[src/rtl/sb_pkg.sv]
// sb_pkg: shared sideband constants and serializer state encoding
package sb_pkg;
    localparam int SB_WIDTH = 128;
    localparam int SB_GAP   = 32;
    typedef enum logic [1:0] {ST_IDLE, ST_SEND, ST_GAP} sb_state_t;
endpackage

[src/rtl/sb_tx_holdreg.sv]
// sb_tx_holdreg: one-entry valid/ready holding register ahead of the shifter
// ports: clk, rst (async high); in_data/in_valid/in_ready upstream handshake;
//        take frees the entry; hold_data/hold_valid present the held packet
module sb_tx_holdreg #(
    parameter int WIDTH = sb_pkg::SB_WIDTH
) (
    input  logic             clk,
    input  logic             rst,
    input  logic [WIDTH-1:0] in_data,
    input  logic             in_valid,
    output logic             in_ready,
    input  logic             take,
    output logic [WIDTH-1:0] hold_data,
    output logic             hold_valid
);
    assign in_ready = !hold_valid;
    always_ff @(posedge clk or posedge rst)
        if (rst) begin
            hold_valid <= 1'b0;
            hold_data  <= '0;
        end else if (in_valid && in_ready) begin
            hold_valid <= 1'b1;
            hold_data  <= in_data;
        end else if (take) begin
            hold_valid <= 1'b0;
        end
endmodule

[src/rtl/sb_serializer.sv]
// sb_serializer: sideband transmit serializer, LSB-first with fixed idle gap
// ports: clk, rst (async high); in_data/in_valid/in_ready packet handshake;
//        out_data serial bit, out_clk_en forwarded-clock enable, tx_done last-bit pulse
module sb_serializer
    import sb_pkg::*;
#(
    parameter int WIDTH   = SB_WIDTH,
    parameter int WIDTH_W = 8,
    parameter int GAP     = SB_GAP,
    parameter int GAP_W   = 6
) (
    input  logic             clk,
    input  logic             rst,
    input  logic [WIDTH-1:0] in_data,
    input  logic             in_valid,
    output logic             in_ready,
    output logic             out_data,
    output logic             out_clk_en,
    output logic             tx_done
);
    sb_state_t          state;
    logic [WIDTH-1:0]   shift_reg, hold_data;
    logic [WIDTH_W-1:0] bit_cnt;
    logic [GAP_W-1:0]   gap_cnt;
    logic               hold_valid, load, last_bit, last_gap;

    assign last_bit = bit_cnt == WIDTH_W'(WIDTH - 1);
    assign last_gap = gap_cnt == GAP_W'(GAP - 1);
    // the gap-end edge loads directly so back-to-back packets skip IDLE
    assign load = hold_valid && (state == ST_IDLE || (state == ST_GAP && last_gap));

    sb_tx_holdreg #(.WIDTH(WIDTH)) u_hold (
        .clk(clk),
        .rst(rst),
        .in_data(in_data),
        .in_valid(in_valid),
        .in_ready(in_ready),
        .take(load),
        .hold_data(hold_data),
        .hold_valid(hold_valid)
    );

    always_ff @(posedge clk or posedge rst)
        if (rst) begin
            state     <= ST_IDLE;
            shift_reg <= '0;
            bit_cnt   <= '0;
            gap_cnt   <= '0;
        end else if (load) begin
            state     <= ST_SEND;
            shift_reg <= hold_data;
            bit_cnt   <= '0;
        end else if (state == ST_SEND) begin
            shift_reg <= shift_reg >> 1;
            bit_cnt   <= bit_cnt + WIDTH_W'(1);
            if (last_bit) begin
                state   <= ST_GAP;
                gap_cnt <= '0;
            end
        end else if (state == ST_GAP) begin
            gap_cnt <= gap_cnt + GAP_W'(1);
            if (last_gap) state <= ST_IDLE;
        end

    assign out_clk_en = state == ST_SEND;
    assign out_data   = out_clk_en && shift_reg[0];
    assign tx_done    = out_clk_en && last_bit;
endmodule

[config.mk]
export PLATFORM = sky130hd
export DESIGN_NAME = sb_serializer
export DESIGN_NICKNAME = d
export VERILOG_FILES = /design/src/rtl/sb_pkg.sv /design/src/rtl/sb_tx_holdreg.sv /design/src/rtl/sb_serializer.sv
export SDC_FILE = /design/constraint.sdc
export NUM_CORES = 1
export LEC_CHECK = 0
export BUFFER_PORTS_ARGS = -buffer_cell sky130_fd_sc_hd__buf_2
export CORE_ASPECT_RATIO = 1.25
export CORE_UTILIZATION = 56
export CTS_CLUSTER_DIAMETER = 60
export DETAILED_ROUTE_END_ITERATION = 10
export PLACE_DENSITY = 0.77
export RECOVER_POWER = 100
export SLEW_MARGIN = 30
export SYNTH_ARGS = -nofsm -noshare
export SYNTH_HDL_FRONTEND = slang
export SYNTH_SLANG_ARGS = --single-unit
[constraint.sdc]
create_clock -name clk -period 12.5 [get_ports clk]
set_input_delay 0.625 -clock clk [delete_from_list [all_inputs] [get_ports clk]]
set_output_delay 0.625 -clock clk [all_outputs]
set_load 0.005 [all_outputs]
Word level (Yosys, flattened, before mapping)
Cells that the tools add are included.
W data, S select, Z words.
{"block": "word_totals", "out_inout_bits": 4, "word_cells": 44, "register_bits": 273, "input_bits": 131}
{"block": "classes", "n_reduce_logical": 15, "bitwise_logic": 1, "n_eq_ne": 6, "n_addsub": 2, "mux": 14}
{"cell": "$mux W128", "n": 2}
{"cell": "$mux W6", "n": 3}
{"cell": "$mux W8", "n": 2}
{"cell": "$mux W2", "n": 5}
{"cell": "$add A8 B1 Y8 const B", "n": 1}
{"cell": "$eq A8 B7 Y1 const B", "n": 1}
{"cell": "$add A6 B1 Y6 const B", "n": 1}
{"cell": "$eq A6 B5 Y1 const B", "n": 1}
{"cell": "$reduce_and A3 Y1", "n": 2}
{"cell": "$reduce_bool A2 Y1", "n": 3}
{"cell": "$reduce_bool A3 Y1", "n": 2}
{"cell": "$logic_and A1 B1 Y1", "n": 5}
{"cell": "$ne A3 B1 Y1 const B", "n": 1}
{"cell": "$eq A2 B1 Y1 const B", "n": 1}
{"cell": "$eq A2 B2 Y1 const B", "n": 1}
{"cell": "$logic_not A2 Y1", "n": 1}
{"cell": "$mux W1", "n": 2}
{"cell": "$ne A2 B1 Y1 const B", "n": 1}
{"cell": "$logic_not A1 Y1", "n": 1}
{"cell": "$logic_or A1 B1 Y1", "n": 1}
{"cell": "$not A1 Y1", "n": 1}

Logic depth before layout (Yosys ltp)
Gate-level depths: netlist of the first run.
{"block": "depth", "depth_word": 6, "ltp_mapped": 9, "mapped_depth_nobuf": 6}

By module
From an unflattened synthesis of the first run, not the netlist that was laid out.
{"block": "unflattened", "hier_cells": 778, "area_unflattened_um2": 12831.1}
{"mod": "sb_serializer", "cells_each": 503, "seq_area_each_um2": 3603.5, "area_each_um2": 7503.4, "n_inst": 1}
{"mod": "sb_tx_holdreg", "cells_each": 275, "seq_area_each_um2": 3228.1, "area_each_um2": 5327.6, "n_inst": 1}

Worst setup path after synthesis of the first run
OpenSTA, ideal clock, no wires.
{"block": "synth_path", "path_kind": "register to output", "start": "reg state[1]", "end": "out out_data", "arrival_time_ns": 1.512, "t_required_ns": 11.875, "setup_slack_ns": 10.363, "path_buffers": 4, "path_stages_with_launch": 8, "cell_sequence": "dfrtp_1 inv_1 ha_1 buf_2 buf_2 buf_2 buf_2 and2_1"}
{"block": "synth_between", "elab_chain_cells": 2}
{"element": "start: declaration", "line": "sb_serializer.sv:21", "text": "sb_state_t state;"}
{"element": "start signal: assignment", "line": "sb_serializer.sv:45", "text": "state <= ST_IDLE;"}
{"element": "start signal: assignment", "line": "sb_serializer.sv:50", "text": "state <= ST_SEND;"}
{"element": "start signal: assignment", "line": "sb_serializer.sv:57", "text": "state <= ST_GAP;"}
{"element": "$eq A2 B1 Y1", "line": "sb_serializer.sv:65", "text": "assign out_clk_en = state == ST_SEND;"}
{"element": "named net out_clk_en", "line": "sb_serializer.sv:18", "text": "output logic out_clk_en,"}
{"element": "$logic_and A1 B1 Y1", "line": "sb_serializer.sv:66", "text": "assign out_data = out_clk_en && shift_reg[0];"}
{"element": "end: declaration", "line": "sb_serializer.sv:17", "text": "output logic out_data,"}
The timed path passes the listed nets, and every way through them passes these cells.

Worst setup path in the final report of the first run
{"block": "layout_path", "start": "reg u_hold.hold_valid", "end": "reg u_hold.hold_data[11]"}
{"block": "layout_between", "elab_chain_cells": 2}
{"element": "start: declaration", "line": "sb_tx_holdreg.sv:14", "text": "output logic hold_valid"}
{"element": "start signal: assignment", "line": "sb_tx_holdreg.sv:19", "text": "hold_valid <= 1'b0;"}
{"element": "start signal: assignment", "line": "sb_tx_holdreg.sv:22", "text": "hold_valid <= 1'b1;"}
{"element": "start signal: assignment", "line": "sb_tx_holdreg.sv:25", "text": "hold_valid <= 1'b0;"}
{"element": "$logic_not A1 Y1", "line": "sb_tx_holdreg.sv:16", "text": "assign in_ready = !hold_valid;"}
{"element": "$logic_and A1 B1 Y1", "line": "sb_tx_holdreg.sv:21", "text": "end else if (in_valid && in_ready) begin"}
{"element": "end signal: assignment", "line": "sb_tx_holdreg.sv:23", "text": "hold_data <= in_data;"}
{"element": "end: declaration", "line": "sb_tx_holdreg.sv:13", "text": "output logic [WIDTH-1:0] hold_data,"}
Every way passes these cells.
A chain may end at the register's enable or synchronous reset.

==> summary.md, run 1 <==
| Metric | Value |
|---|---|
| CTS Sinks | 273 |
| Total negative slack | 0 ns |
| Final GP Congestion | 0.7125 |
| Syn_nets | 914 |
| Final worst slack | 5.626 ns |
| Antenna violations before repair | 2 |
| Clock tree buffer depth | 3 |
| Num rows | 59 |
| DRC Markers | 0 |
| DP Worst Slack | 9.347 ns |
| Root Driver | clkbuf_16 |
| P_sw | 821.4 uW |
| Maximum vdd ir drop | 139.6 uV |
| Unrepaired setup endpoints after global routing | no |
| First-pass GRT wire length | 32690 um |
| Die area | 21900 sq um |
| Share of cells above drive strength 1 | 61.41% |
| Clock Latency Late Sink | 0.53 ns |
| Relative slew slack | -260.1% |
| Vias | 6393 |
| Post-CTS Setup Repair Bufs | 0 |
| Switch share | 25.46% |
| Io pins | 135 |
| Hold slack | 0.3185 ns |
| Wire length per cell after detailed routing | 16.18 um |
| GRT Total Usage | 18.36% |
| Largest area contributor in the netlist | dfrtp_1 |
| Worst Tran Pin Value | 5.373 ns |
| Total CTS buffers | 28 |
| Area growth from synthesis to layout | 14.51% |
| Die Y | 165.2 um |
| Reg power frac | 47.8% |
| Synth top area share | 57.24% |
| Hold_buf cts | 0 |
| Commonest non-fill, non-tap cell in the layout | mux2_2 |
| Crit end category | flop |
| Int Pwr | 2405 uW |
| Final min period | 6.874 ns |
| CTS tree | built |
| Critical Setup Path Class | reg2reg |
| Critical-path maximum fanout | 73 |
| Mapped Area | 11940 sq um |
| Synth warn | 0 |
| Startpoint Class | flop |
| Top FF cell, synth | dfrtp_1 |
| F_max | 0.1455 GHz |
| Post-route ant nets | 0 |
| Vias in the first global route | 6831 |
| Drt pass-1 iters | 4 |
| Sequential area share after synthesis | 57.24% |
| Core area | 20890 sq um |
| Count of cell types in the netlist | 34 |
| Max-cap viol count | 5 |
| Final hold violation count | 0 |
| Final core utilization | 65.42% |
| Hold Path Class | in2reg |
| Finished Layout Cells | 1201 |
| Post-Place Cells | 1148 |
| FF+latch count, synth | 273 |
| DP HPWL | 11850 um |
| Final net count | 1041 |
| Static leakage | 0.006163 uW |
| Async S/R FF share, synth | 100.0% |
| DR vias/cell | 5.323 |
| Largest net degree at the start of global routing | 128 |
| FILL cells | 1508 |
| Status | finished with violations |
| Synth area leaders | dfrtp_1 (57%), mux2_2 (36%), buf_6 (1.0%) |
| Clock skew | 0.01408 ns |
| Power Density | 236.1 nW/um^2 |
| Avg Inst Size Synth | 15.34 sq um |
| Starting density of the core | 57.13% |
| GR Overflow Total | 0 |
| Most frequent cells in the layout | mux2_2 (382), dfrtp_1 (273), buf_2 (132) |
| Failing checks | max-capacitance violations, max-slew violations |
| Reg clk slew, reported paths | 0.06 ns |
| Final wirelength | 19440 um |
| Final worst-path cycle share | 54.99% |
| Crit path DAT | 7.32 ns |
| Clock H-tree levels | 1 |
| Clk network pwr share | 25.5% |
| Fin. max-slew vios | 386 |
| Initial DRC Count | 215 |
| Post-Syn Instances | 778 |
| Post-synth EDFFs | 0 |
| Logic pwr share | 26.7% |
| Die Wd | 132.6 um |
| I/O Buffers | 134 |
| Post-CTS Resized | 0 |
| CP required | 12.95 ns |
| Endpoints failing setup | 0 |
-- metal layers --
layer	GRT usage, %	vias up	wire, um
met5	0	-	0
met4	5.329	0	425
met3	3.388	35	850
met2	32.49	120	9697
met1	23.08	3189	8464
li1	-	3049	-
-- through the flow --
stage / total power, uW / area (sq um)
final: 3226 / 13670
after global routing: 3432 / 13660
after CTS: 3259 / 13700
after detailed placement: 2413 / 12770
after global placement: 2365 / 12760
after floorplan: 2231 / 11940
-- critical path, cell delays in order, from the launching register on --
cell and delay [ns]:
dfrtp_1 0.46, nor2b_1 1.03, clkbuf_1 1.63, clkbuf_1 2.99
mux2_2 0.59
-- area by class of cell --
| class | instances | area, sq um | area share (%) |
|---|---|---|---|
| inverters | 7 | 27.53 | 0.2014 |
| clock buffers | 43 | 858.3 | 6.280 |
| multi-input cells | 452 | 4806 | 35.16 |
| diodes | 2 | 5.005 | 0.03662 |
| repair buffers | 143 | 724.4 | 5.301 |
| clock inverters | 7 | 71.32 | 0.5218 |
| flip-flops and latches | 273 | 6832 | 49.99 |
| well taps | 274 | 342.8 | 2.508 |
-- final timing paths --
| kind | slack, ns | startpoint | cells after the start | end |
|---|---|---|---|---|
| max | 5.63 | u_hold.hold_valid | 4 | u_hold.hold_data[11] |
| min in group asynchronous | 1.75 | rst | 2 | shift_reg[68] |
| min | 0.32 | in_data[49] | 2 | u_hold.hold_data[49] |
| max in group asynchronous | 6.00 | rst | 4 | shift_reg[109] |
| min reg2reg | 0.49 | u_hold.hold_data[5] | 1 | shift_reg[5] |
| max reg2reg | 5.63 | u_hold.hold_valid | 4 | u_hold.hold_data[11] |
-- cell usage after synthesis (all sizes together), types with 3 or more instances --
library cell,number
dfrtp,273
o31ai,6
inv,7
or4,3
nand2,5
o41ai,4
nand4,4
nor2,14
a21oi,4
o21ai,4
buf,38
mux2,383
xnor2,3
ha,5
xor2,4
clkbuf,8
-- power groups by stage --
stage                     clock network [uW]  logic [uW]  registers, uW
after CTS                                846         863           1550
after floorplan                            0         760           1470
after global placement                     0         817           1550
final                                    822         862           1540
after global routing                     875         956           1600
after detailed placement                   0         853           1560
-- cells by family (layout without fill, tap and decap cells) --
kind of cell    after synthesis  in the layout  synth area share [%]
mux                         384            384                 36.22
flops                       273            273                 57.24
fa+ha+maj                     5              5                0.5242
simple gates                 35             35                 1.635
buf+inv                      53            200                 2.600
other cells                   0              2                     0
xor+xnor                      7              7                0.5137
compound gates               21             21                 1.269
No activity file was read; power rests on OpenSTA's default activity.
==> inputs of run 2 (changes only) <==
CORE_UTILIZATION = 53   (was 56)
PLACE_DENSITY = 0.76   (was 0.77)
clock period = 6.3 ns   (was 12.5 ns; I/O delays follow)
==> run 2 against run 1 <==
  * The run still ends with max-capacitance violations, max-slew violations left
  * Clock skew down 0.0031 ns
  * Utilization down 1.1 points
  * Sequential share of layout area down 2.0 points
  * Via count up 4.7%
  * Die area up 5.6%
  * Fmax up 62%
  * Clock power up 100%
  * Non-clock buffer count up 54
  * Sequential cell count unchanged
  * Worst setup slack worse by 3.6 ns
  * Worst hold slack worse by 0.30 ns
==> summary.md, run 2 (synthesis results as in run 1) <==
| Metric | Value |
|---|---|
| Grt met2 use | 30.50% |
| Die Wd | 136.2 um |
| WP buf/inv | 2 |
| Wire length per cell after detailed routing | 15.74 um |
| Post-route ant nets | 0 |
| R2R Setup Slk | 2.06 ns |
| Final min period | 4.239 ns |
| FILL cells | 1645 |
| Initial DRC Count | 224 |
| Clock skew | 0.01097 ns |
| Share of cells above drive strength 1 | 58.61% |
| Relative slew slack | -132.0% |
| Fin. max-slew vios | 189 |
| Antenna violations before repair | 0 |
| DR vias/cell | 5.294 |
| Clock tree buffer depth | 3 |
| Power Density | 451.5 nW/um^2 |
| Max-cap viol count | 3 |
| Hold slack | 0.02216 ns |
| Post-CTS Resized | 0 |
| Failing checks | max-capacitance violations, max-slew violations |
| M1 GR Usage | 22.77% |
| Startpoint Class | flop |
| I/O Buffers | 134 |
| Maximum vdd ir drop | 328.0 uV |
| Starting density of the core | 53.92% |
| Endpoints failing setup | 0 |
| Total CTS buffers | 28 |
| Commonest non-fill, non-tap cell in the layout | mux2_2 |
| Core area | 22130 sq um |
| Total negative slack | 0 ns |
| CP required | 6.70 ns |
| GR Overflow Total | 0 |
| Worst-path cell chain | inv_1 > ha_1 > nand2_1 > nor3_1 > o21ai_4 > clkbuf_1 > mux2_2 |
| Final worst slack | 2.061 ns |
| CTS tree | built |
| Final GP Congestion | 0.7183 |
| Status | finished with violations |
| Vias | 6692 |
| Final net count | 1095 |
| Post-layout total power | 6431 uW |
| Hold Path Class | in2reg |
| Largest net degree at the start of global routing | 155 |
| Reg clk slew, reported paths | 0.06 ns |
| Root Driver | clkbuf_16 |
| Io pins | 135 |
| Clock Latency Late Sink | 0.53 ns |
| Antenna diodes | 0 |
| Area growth from synthesis to layout | 19.35% |
| Finished Layout Cells | 1264 |
| Most frequent cells in the layout | mux2_2 (383), dfrtp_1 (273), buf_2 (133) |
| Crit path DAT | 4.64 ns |
| Drt pass-1 iters | 4 |
| DP HPWL | 12050 um |
| Worst Tran Pin Value | 3.480 ns |
| Final worst-path cycle share | 67.29% |
| DP Worst Slack | 3.309 ns |
| Final hold violation count | 0 |
| GRT Total Usage | 17.72% |
| Largest stage delay on the critical path | 2.44 ns |
| Crit end category | flop |
| Num rows | 61 |
| Die area | 23130 sq um |
| DRC Markers | 0 |
| CTS Sinks | 273 |
| Global routing's busiest layer | met2 |
| Critical-path maximum fanout | 63 |
| Vias in the first global route | 7029 |
| GR Util met3 | 3.495% |
| F_max | 0.2359 GHz |
| CP delay by family, top | buffers and inverters |
| Unrepaired setup endpoints after global routing | no |
| Static leakage | 0.006403 uW |
| Die Y | 169.8 um |
| Post-Place Cells | 1158 |
| Slowest cell on the critical path | clkbuf_1 |
| Final wirelength | 19900 um |
| Clock H-tree levels | 1 |
| Critical Setup Path Class | reg2reg |
| First-pass GRT wire length | 33470 um |
==> run 2: cell types whose count changed in the layout (fill, tap and decap cells not counted), sizes merged <==
cell         delta
clkbuf          -7
diode           -2
bufinv          +2
clkinv          +4
buf             +1
clkinvlp        +1
dlygate4sd3    +54
inv             +1
==> run 2: routing by layer <==
metal	routed length, um	part of all wire (%)
met5	0	0
met2	9801	49
met1	8765	44
met3	1002	5.0
met4	328	1.6
==> run 2: path summary, 6_finish.rpt <==
kind	start	end	cells after the start
min reg2reg	u_hold.hold_data[127]	u_hold.hold_data[127]	1
min	in_data[34]	u_hold.hold_data[34]	2
max in group asynchronous	rst	u_hold.hold_data[14]	5
max	state[0]	shift_reg[15]	7
min in group asynchronous	rst	u_hold.hold_data[42]	3
max reg2reg	state[0]	shift_reg[15]	7
==> run 2: what timing repair did <==
item                                   in CTS  in global routing
endpoints found under the hold margin      72                  1
hold buffers                               53                  1
setup buffers                               0                  0
==> run 2: per-stage QoR <==
step,utilization [%],cell area (sq um)
global route,64.36,14240
global placement,57.72,12780
finish,64.36,14240
floorplan,-,11940
CTS,64.54,14290
detailed placement,57.94,12820
==> run 2: where the power goes <==
part	switching, uW	internal (uW)
sequential	431	2610
clock	675	990
combinational	532	1190
==> run 2: area by class of cell <==
cell class | count | area [sq um] | share of cell area (%)
repair buffers | 197 | 1276 | 8.959
flip-flops and latches | 273 | 6832 | 47.96
well taps | 283 | 354.1 | 2.486
clock buffers | 37 | 775.7 | 5.446
inverters | 7 | 27.53 | 0.1932
multi-input cells | 452 | 4823 | 33.86
clock inverters | 15 | 156.4 | 1.098
